<file path="config.mk">
export PLATFORM = sky130hd
export DESIGN_NAME = adder_share_arbiter
export DESIGN_NICKNAME = d
export VERILOG_FILES = /design/src/rtl/adder_share_arbiter_pkg.sv /design/src/rtl/adder_share_arbiter_adder.sv /design/src/rtl/adder_share_arbiter_rr_arbiter.sv /design/src/rtl/adder_share_arbiter.sv
export SDC_FILE = /design/constraint.sdc
export NUM_CORES = 1
export LEC_CHECK = 0
export ABC_CLOCK_PERIOD_IN_PS = 18200
export BUFFER_PORTS_ARGS = -buffer_cell sky130_fd_sc_hd__buf_2
export CAP_MARGIN = 30
export CORE_AREA = 8 8 113 115
export CTS_BUF_LIST = sky130_fd_sc_hd__clkbuf_16
export DETAILED_ROUTE_END_ITERATION = 7
export DIE_AREA = 0 0 121 123
export PLACE_DENSITY = 0.69
export SLEW_MARGIN = 20
export SYNTH_ARGS = -nofsm -noshare
export SYNTH_HDL_FRONTEND = slang
export SYNTH_SLANG_ARGS = --single-unit
</file>
<file path="constraint.sdc">
create_clock -name clk -period 18.2 [get_ports clk]
set_input_delay 0 -clock clk [delete_from_list [all_inputs] [get_ports clk]]
set_output_delay 0 -clock clk [all_outputs]
set_load 0.01 [all_outputs]
</file>
<file path="src/rtl/adder_share_arbiter_pkg.sv">
// ---------------------------------------------------------------------------
// adder_share_arbiter_pkg
// Shared constants and helpers for the shared-adder arbiter slice.
//   ADDER_W    : default operand / sum width
//   ADDER_NREQ : default number of requesters sharing the adder
//   clog2()    : ceiling log2, used to size requester IDs
// ---------------------------------------------------------------------------
package adder_share_arbiter_pkg;

  localparam int ADDER_W    = 32;
  localparam int ADDER_NREQ = 4;

  // Smallest r with 2**r >= value; written as a bounded loop so it folds
  // to a constant during elaboration.
  function automatic int clog2(input int value);
    int r;
    r = 0;
    for (int i = 0; i < 31; i++) begin
      if ((1 << i) < value) begin
        r = i + 1;
      end
    end
    return r;
  endfunction

endpackage

</file>
<file path="src/rtl/adder_share_arbiter_adder.sv">
// ---------------------------------------------------------------------------
// ripple_carry_adder
// Combinational WIDTH-bit ripple-carry adder. The carry out of the top bit is
// not exported; callers that want modular arithmetic simply ignore it.
//   a, b : operands
//   cin  : carry into bit 0
//   sum  : (a + b + cin) mod 2**WIDTH
// ---------------------------------------------------------------------------
module ripple_carry_adder
  import adder_share_arbiter_pkg::*;
#(
  parameter int WIDTH = ADDER_W
) (
  input  logic [WIDTH-1:0] a,
  input  logic [WIDTH-1:0] b,
  input  logic             cin,
  output logic [WIDTH-1:0] sum
);

  logic w_carry;

  // Bit-serial carry chain; w_carry always holds the carry into the bit
  // currently being summed.
  always_comb begin
    sum     = '0;
    w_carry = cin;
    for (int i = 0; i < WIDTH; i++) begin
      sum[i]  = a[i] ^ b[i] ^ w_carry;
      w_carry = (a[i] & b[i]) | (w_carry & (a[i] ^ b[i]));
    end
  end

endmodule

</file>
<file path="src/rtl/adder_share_arbiter_rr_arbiter.sv">
// ---------------------------------------------------------------------------
// rr_arbiter
// Round-robin arbiter. Grants the first asserted request at or after the
// pointer, wrapping around; the pointer moves past the winner only when a
// grant is actually issued, so idle cycles do not rotate priority.
//   clk, rst  : clock, async active-high reset
//   req       : per-requester request vector
//   en        : grant enable (0 forces grant to zero and freezes pointer)
//   grant     : one-hot-or-zero grant
//   grant_idx : index of the winning requester (0 when nothing requests)
// ---------------------------------------------------------------------------
module rr_arbiter
  import adder_share_arbiter_pkg::*;
#(
  parameter int N_REQ = ADDER_NREQ,
  parameter int ID_W  = clog2(N_REQ)
) (
  input  logic             clk,
  input  logic             rst,
  input  logic [N_REQ-1:0] req,
  input  logic             en,
  output logic [N_REQ-1:0] grant,
  output logic [ID_W-1:0]  grant_idx
);

  logic [ID_W-1:0]  r_ptr;
  logic [N_REQ-1:0] w_pick;
  logic             w_found;

  // Two passes avoid modular index arithmetic: first the requesters at or
  // above the pointer, then the ones below it (the wrapped part).
  always_comb begin
    w_pick    = '0;
    w_found   = 1'b0;
    grant_idx = '0;
    for (int j = 0; j < N_REQ; j++) begin
      if (!w_found && req[j] && (ID_W'(j) >= r_ptr)) begin
        w_found   = 1'b1;
        w_pick[j] = 1'b1;
        grant_idx = ID_W'(j);
      end
    end
    for (int j = 0; j < N_REQ; j++) begin
      if (!w_found && req[j] && (ID_W'(j) < r_ptr)) begin
        w_found   = 1'b1;
        w_pick[j] = 1'b1;
        grant_idx = ID_W'(j);
      end
    end
    grant = en ? w_pick : '0;
  end

  // Pointer lands just after the winner so it becomes lowest priority.
  always_ff @(posedge clk or posedge rst) begin
    if (rst) begin
      r_ptr <= '0;
    end else if (en && w_found) begin
      r_ptr <= (grant_idx == ID_W'(N_REQ - 1)) ? '0 : grant_idx + ID_W'(1);
    end
  end

endmodule

</file>
<file path="src/rtl/adder_share_arbiter.sv">
// ---------------------------------------------------------------------------
// adder_share_arbiter
// Shares one ripple-carry adder among N_REQ requesters. A round-robin
// arbiter picks one requester per cycle, its operands are added, and the
// sum is captured with the requester ID and signed-overflow flag into a
// single output register with a valid/ready handshake.
//   clk, rst   : clock, async active-high reset
//   req_valid  : per-requester request
//   req_a/b    : flattened operands, requester i owns [i*WIDTH +: WIDTH]
//   req_ready  : one-hot-or-zero grant (transfer = req_valid & req_ready)
//   rsp_valid  : result register holds a valid sum
//   rsp_ready  : consumer accepts the result
//   rsp_id     : requester that produced rsp_sum
//   rsp_sum    : (a + b) mod 2**WIDTH
//   rsp_ovf    : two's-complement overflow of the granted addition
// ---------------------------------------------------------------------------
module adder_share_arbiter
  import adder_share_arbiter_pkg::*;
#(
  parameter int N_REQ = ADDER_NREQ,
  parameter int WIDTH = ADDER_W,
  parameter int ID_W  = clog2(N_REQ)
) (
  input  logic                   clk,
  input  logic                   rst,
  input  logic [N_REQ-1:0]       req_valid,
  input  logic [N_REQ*WIDTH-1:0] req_a,
  input  logic [N_REQ*WIDTH-1:0] req_b,
  output logic [N_REQ-1:0]       req_ready,
  output logic                   rsp_valid,
  input  logic                   rsp_ready,
  output logic [ID_W-1:0]        rsp_id,
  output logic [WIDTH-1:0]       rsp_sum,
  output logic                   rsp_ovf
);

  logic             r_rspValid;
  logic [ID_W-1:0]  r_rspId;
  logic [WIDTH-1:0] r_rspSum;
  logic             r_rspOvf;

  logic             w_accept;
  logic             w_en;
  logic [N_REQ-1:0] w_grant;
  logic [ID_W-1:0]  w_grantIdx;
  logic [WIDTH-1:0] w_a;
  logic [WIDTH-1:0] w_b;
  logic [WIDTH-1:0] w_sum;
  logic             w_ovf;
  logic             w_xfer;

  // The register can take a new result when empty or draining this cycle;
  // grants are also suppressed while reset is held.
  assign w_accept = !r_rspValid || rsp_ready;
  assign w_en     = w_accept && !rst;

  rr_arbiter #(
    .N_REQ(N_REQ),
    .ID_W (ID_W)
  ) u_arb (
    .clk      (clk),
    .rst      (rst),
    .req      (req_valid),
    .en       (w_en),
    .grant    (w_grant),
    .grant_idx(w_grantIdx)
  );

  assign req_ready = w_grant;
  assign w_xfer    = |(req_valid & w_grant);

  // AND-OR operand mux driven by the one-hot grant; zero when idle.
  always_comb begin
    w_a = '0;
    w_b = '0;
    for (int i = 0; i < N_REQ; i++) begin
      if (w_grant[i]) begin
        w_a = w_a | req_a[i*WIDTH +: WIDTH];
        w_b = w_b | req_b[i*WIDTH +: WIDTH];
      end
    end
  end

  ripple_carry_adder #(
    .WIDTH(WIDTH)
  ) u_adder (
    .a  (w_a),
    .b  (w_b),
    .cin(1'b0),
    .sum(w_sum)
  );

  // Overflow: like-signed operands producing a sum of the other sign.
  assign w_ovf = (w_a[WIDTH-1] == w_b[WIDTH-1]) && (w_sum[WIDTH-1] != w_a[WIDTH-1]);

  // A new transfer overwrites the register even while it drains, which
  // keeps one result per cycle at full throughput.
  always_ff @(posedge clk or posedge rst) begin
    if (rst) begin
      r_rspValid <= 1'b0;
      r_rspId    <= '0;
      r_rspSum   <= '0;
      r_rspOvf   <= 1'b0;
    end else if (w_xfer) begin
      r_rspValid <= 1'b1;
      r_rspId    <= w_grantIdx;
      r_rspSum   <= w_sum;
      r_rspOvf   <= w_ovf;
    end else if (r_rspValid && rsp_ready) begin
      r_rspValid <= 1'b0;
    end
  end

  assign rsp_valid = r_rspValid;
  assign rsp_id    = r_rspId;
  assign rsp_sum   = r_rspSum;
  assign rsp_ovf   = r_rspOvf;

endmodule

</file>
==> results.json, run 1 <==
{
  "worstSetupStartpointType": "input pin",
  "slowest_delay_ns": 0.68,
  "ys_ff_latch": 38,
  "fillCellCount": 1052,
  "fin_util": 0.4742,
  "track_usage": 0.2058,
  "async_flop_share": 1.000,
  "mostFrequentLayoutCells": "buf_2, a222oi_1, a21boi_0",
  "powerDensity_mw_per_mm2": 109.5,
  "path_class": "input pin to flip-flop",
  "ir_drop_mv": 0.04738,
  "drt_pass1_iterations": 8,
  "io_pins": 303,
  "cts.sinks": 38,
  "drc": 19,
  "worst_pin_slew_ns": 0.7590,
  "crit_path_end_kind": "flip-flop",
  "cp_slowest_cell": "a211oi_4",
  "leakage_uw": 0.002494,
  "routed-via-count": 4338,
  "path_max_fanout": 53,
  "r2r-start": "u_arb.r_ptr[1]$_DFFE_PP0P_",
  "cts_root_buf": "clkbuf_16",
  "drv_slew": 0,
  "htreeDepth": 2,
  "clock_skew_ns": 0.006522,
  "gr-total-overflow": 0,
  "setup_viol": 0,
  "drtIter0Drc": 553,
  "crit_start": "rst",
  "cts_tree": "yes",
  "synth_area_mm2": 0.003470,
  "path_clk_slew_ns": 0.06,
  "ys_types": 37,
  "failed_checks": "DRC",
  "grt_pass1_vias": 4570,
  "wirelength_mm": 16.34,
  "finalCritPeriodShare": 0.9098,
  "yosysWarnings": 0,
  "tns_ns": 0,
  "grt_max_degree": 63,
  "die_x_um": 121,
  "min_path_cells": 3,
  "synth_nets": 650,
  "critPathArrivalTime_ns": 16.76,
  "min-delay-start": "rsp_ready",
  "drtAntennaViolNets": 0,
  "clock_path_buffers": 2,
  "ys.flop_type": "dfrtp_1",
  "cts_buffers": 5,
  "timing.hold.ws_ns": 0.05037,
  "grt_first_pass_wirelength_mm": 24.22,
  "portBuffers": 302,
  "worstSkewPairLatency_ns": 0.27,
  "dp_hpwl_mm": 13.50,
  "hold_path.class": "input pin to flip-flop",
  "synth_edf_count": 0,
  "drive_above_1_share": 0.5126,
  "cp_common_cell": "fa_1",
  "num_rows": 39,
  "avgRoutedWirePerCell_um": 20.87,
  "cp_data_required_time_ns": 18.40,
  "drv_cap": 0,
  "area.growth.synth_to_final_pct": 51.39,
  "final_nets": 930,
  "synth_cells": 355,
  "antenna_found_initial": 8,
  "rsz0062_at_grt": "no",
  "vias_per_cell": 5.540,
  "start_util": 0.3132,
  "final-hold-violation-count": 0,
  "final_common_cell": "buf_2",
  "reg2reg_depth": 38,
  "post_cts_buffers": 0,
  "chipHeight_um": 123,
  "core_area_mm2": 0.01108,
  "post-route-min-period_ns": 16.56,
  "ys_seq_area_frac": 0.2741,
  "timing.fmax_mhz": 60.39,
  "die_area_mm2": 0.01488,
  "syn_avg_cell_area_um2": 9.773,
  "outcome": "complete, but fails checks",
  "gp_congestion": 0.8131,
  "slew_headroom": 0.4924
}
worst paths after layout:
path	slack, ns	endpoint
worst min-delay path	0.05	rsp_valid$_DFFE_PP0P_
worst max register to register	1.96	rsp_sum[31]$_DFFE_PP0P_
min in group asynchronous	0.32	rsp_sum[13]$_DFFE_PP0P_
worst max-delay path	1.64	rsp_sum[31]$_DFFE_PP0P_
worst min register to register	0.47	rsp_sum[29]$_DFFE_PP0P_
max in group asynchronous	17.39	rsp_id[1]$_DFFE_PP0P_
through the flow:
step | instance area [µm²] | cells | worst slack (ns) | total power (µW)
after floorplan | 3470 | 355 | 2.111 | 364.3
after CTS | 5187 | 777 | 1.255 | 575.1
after global placement | 5035 | 767 | 1.867 | 477.8
after global routing | 5250 | 782 | 0.8501 | 627.7
after detailed placement | 5040 | 768 | 1.543 | 491.8
final | 5253 | 783 | 1.642 | 575.4
registers in the layout (all words and copies together), names as in the netlist:
name         count
rsp_valid        1
rsp_ovf          1
rsp_id           2
rsp_sum         32
u_arb.r_ptr      2
synth_stat cells (2+ instances only):
cell      instances  share of area
a21boi_0         58           0.13
a21oi_1          29          0.042
a222oi_1         64           0.18
a32o_1            3         0.0087
and2_1            3         0.0054
and3_1            2         0.0036
buf_1             6         0.0065
buf_2            14          0.020
buf_6             2         0.0065
clkbuf_1         15          0.016
dfrtp_1          38           0.27
fa_1             30           0.17
ha_1              2         0.0072
inv_1             3         0.0032
nand2_1          29          0.031
nand2b_1          2         0.0036
nor2_1           34          0.037
or3_1             2         0.0036
final cells by class:
class	instances	area, µm²	share of cell area
diodes	4	10.01	0.001906
clock buffers	5	125.1	0.02382
clock inverters	3	12.51	0.002382
inverters	3	11.26	0.002144
multi-input cells	277	2352	0.4478
flip-flops and latches	38	950.9	0.1810
well taps	143	178.9	0.03406
repair buffers	310	1612	0.3068
logic make-up after synthesis:
group,after synthesis,synth area share
and+or+nand+nor,79,0.1028
xor gates and xnor gates,1,0.006491
DFF,38,0.2741
AOI/OAI and AO/OA,165,0.3837
adders and majority gates,32,0.1803
buffers and inverters,40,0.05265
metal layers:
metal / global-route usage / share of wire / vias up
li1: - / - / 1980
met1: 0.2288 / 0.36 / 2049
met2: 0.3724 / 0.51 / 279
met3: 0.06575 / 0.11 / 22
met4: 0.05308 / 0.013 / 8
met5: 0 / 0.0033 / -
power breakdown:
| part | switching [µW] | internal (µW) |
|---|---|---|
| clock | 32.3 | 49.5 |
| combinational | 190 | 148 |
| sequential | 27.5 | 129 |
critical path: cells and delay by family:
family,cells,cell delay (ns)
adders and majority gates,29,13.00
buffers and inverters,6,1.95
AOI/OAI and AO/OA,4,1.15
and+or+nand+nor,1,0.15
xor gates and xnor gates,1,0.41
timing repair:
action	in CTS	in global routing
hold buffers	1	0
hold endpoints to repair	38	0
resized for setup	0	0
Power figures use the tool's default switching activity.
==> run 2, diff against run 1 <==
Settings changed: CORE_AREA 8 8 113 115 to 8 8 112 114, DIE_AREA 0 0 121 123 to 0 0 120 122, PLACE_DENSITY 0.69 to 0.73, SYNTH_HIERARCHICAL set to 1.
==> results.json, run 2 <==
{
  "yosysWarnings": 6,
  "post-route-min-period_ns": 14.83,
  "worstSkewPairLatency_ns": 0.28,
  "synth_cells": 377,
  "ir_drop_mv": 0.04519,
  "die_x_um": 120,
  "critPathArrivalTime_ns": 15.02,
  "gr-total-overflow": 0,
  "grt_pass1_vias": 4727,
  "core_area_mm2": 0.01070,
  "synth_edf_count": 0,
  "drt_pass1_iterations": 5,
  "timing.fmax_mhz": 67.44,
  "synthTopCellsByCount": "a22oi_1, nand2_1, dfrtp_1",
  "post_cts_buffers": 0,
  "drtIter0Drc": 189,
  "timing.hold.ws_ns": 0.02629,
  "track_usage": 0.1972,
  "final_nets": 952,
  "num_rows": 38,
  "drtAntennaViolNets": 0,
  "drv_cap": 0,
  "cts_buffers": 5,
  "mostFrequentLayoutCells": "buf_2, a22oi_1, nand2_1",
  "cts_resized": 0,
  "tns_ns": 0,
  "cts_tree": "yes",
  "path_class": "flip-flop to flip-flop",
  "powerDensity_mw_per_mm2": 101.1,
  "leakage_uw": 0.002980,
  "antenna_found_initial": 0,
  "ys_types": 40,
  "drive_above_1_share": 0.5000,
  "postPlaceCellArea_mm2": 0.005268,
  "critPathBufInv": 2,
  "synth.top_cell.area_share": 0.2564,
  "cp_common_cell": "fa_1",
  "largest_register_ffs": 32,
  "ys_seq_area_frac": 0.2564,
  "htreeDepth": 2,
  "grt_first_pass_wirelength_mm": 23.65,
  "path_clk_slew_ns": 0.06,
  "outcome": "finished clean",
  "drc": 0,
  "async_flop_share": 1.000,
  "slowest_delay_ns": 0.54,
  "clock_path_buffers": 2,
  "avgRoutedWirePerCell_um": 18.85,
  "worst_pin_slew_ns": 0.9048,
  "ys.flop_type": "dfrtp_1",
  "cts.sinks": 38,
  "power_uw": 549.5,
  "diodes": 0,
  "routed-via-count": 4271,
  "design_area_mm2": 0.005436,
  "synth_nets": 671,
  "finalCritPeriodShare": 0.8148,
  "synthTopCellsByArea": "dfrtp_1, a22oi_1, fa_1",
  "chipHeight_um": 122,
  "grt_max_degree": 38,
  "area.growth.synth_to_final_pct": 46.59,
  "cp_slowest_cell": "dfrtp_1",
  "vias_per_cell": 5.352,
  "yosysTopAreaCell": "dfrtp_1",
  "die_area_mm2": 0.01464,
  "setup_viol": 0,
  "slew_headroom": 0.3946,
  "hold_path.class": "input pin to flip-flop",
  "path_max_fanout": 31,
  "final_common_cell": "buf_2",
  "crit_path_end_kind": "flip-flop",
  "drv_slew": 0,
  "gp_congestion": 0.8616,
  "syn_avg_cell_area_um2": 9.837,
  "rsz0062_at_grt": "no",
  "cts_root_buf": "clkbuf_16",
  "final-hold-violation-count": 0,
  "start_util": 0.3467,
  "yosysMostFrequentCell": "a22oi_1",
  "wirelength_mm": 15.05,
  "path_delay_family": "adder cells",
  "dp_hpwl_mm": 12.85,
  "clock_skew_ns": 0.004405,
  "worstSetupStartpointType": "flip-flop",
  "io_pins": 303,
  "ys_ff_latch": 38,
  "cp_data_required_time_ns": 18.39,
  "portBuffers": 302,
  "synth_area_mm2": 0.003709
}
run 2: cell types whose count changed after synthesis, sizes merged, moves of 26 or more:
cell    before  now
a21boi      58    1
a21oi       29    3
a222oi      64    0
a22oi        0  128
mux2         0   34
nand2       29   68
nor2        34    2
run 2: area by class of cell:
class                           count  area (µm²)
Clock inverter                      2       33.78
Fill cell                        1024        5261
Clock buffer                        5       125.1
Multi-Input combinational cell    294        2551
Inverter                           11       41.29
Sequential cell                    38       950.9
Tap cell                          140       175.2
Timing Repair Buffer              308        1559
run 2: repair_timing:
action                                 4_1_cts  5_1_grt
endpoints found under the hold margin       19        0
setup endpoints to repair                    0        0
hold buffers                                 1        0
run 2: stage by stage:
stage	instances	setup slack (ns)	util
after floorplan	377	4.011	-
after global placement	790	3.694	0.4924
after detailed placement	790	3.332	0.4924
after CTS	798	3.325	0.5082
after global routing	798	2.670	0.5082
final	798	3.371	0.5082
run 2: worst paths after layout:
kind                                         endpoint                       start  slack [ns]  cells after the start
min in group asynchronous  u_arb/r_ptr[1]$_DFFE_PP0P_                         rst        0.16                      3
min reg2reg                   rsp_sum[13]$_DFFE_PP0P_     rsp_sum[13]$_DFFE_PP0P_        0.48                      1
max                               rsp_ovf$_DFFE_PP0P_  u_arb/r_ptr[1]$_DFFE_PP0P_        3.37                     42
max reg2reg                       rsp_ovf$_DFFE_PP0P_  u_arb/r_ptr[1]$_DFFE_PP0P_        3.37                     42
max in group asynchronous     rsp_sum[17]$_DFFE_PP0P_                         rst       17.22                      4
min                             rsp_valid$_DFFE_PP0P_                   rsp_ready        0.03                      3
run 2: logic make-up (layout without fill, tap and decap cells):
kind of cell	count (synthesis)	count (layout)	share of synthesized area
compound gates	150	150	0.3192
xor+xnor	1	1	0.006410
fa+ha+maj	31	31	0.1673
buf+inv	45	326	0.06039
flops	38	38	0.2564
mux	35	35	0.1059
other cells	1	1	0.001011
simple gates	76	76	0.08334
run 2: report_power, final:
group,internal (µW),total [µW],switching [µW]
Combinational,139,310,171
Sequential,123,144,21.4
Clock,63.3,95.1,31.8
run 2: metal layers:
layer | global-route usage | share of wire | up-vias | wire [µm]
met1 | 0.2100 | 0.38 | 2039 | 5690
met3 | 0.07080 | 0.094 | 17 | 1415
met4 | 0.05152 | 0.016 | 0 | 244
li1 | - | - | 1990 | -
met2 | 0.3629 | 0.51 | 225 | 7694
met5 | 0 | 0 | - | 0
run 2: worst register-to-register path: cells and delay by family (launching register included):
kind / cells / cell delay, ns
AO/OA/AOI/OAI: 5 / 0.99
XOR/XNOR: 1 / 0.23
adder cells (fa/ha/maj): 31 / 12.04
buffers and inverters: 2 / 0.13
flip-flops: 1 / 0.54
multiplexers: 1 / 0.28
AND/OR/NAND/NOR: 2 / 0.54
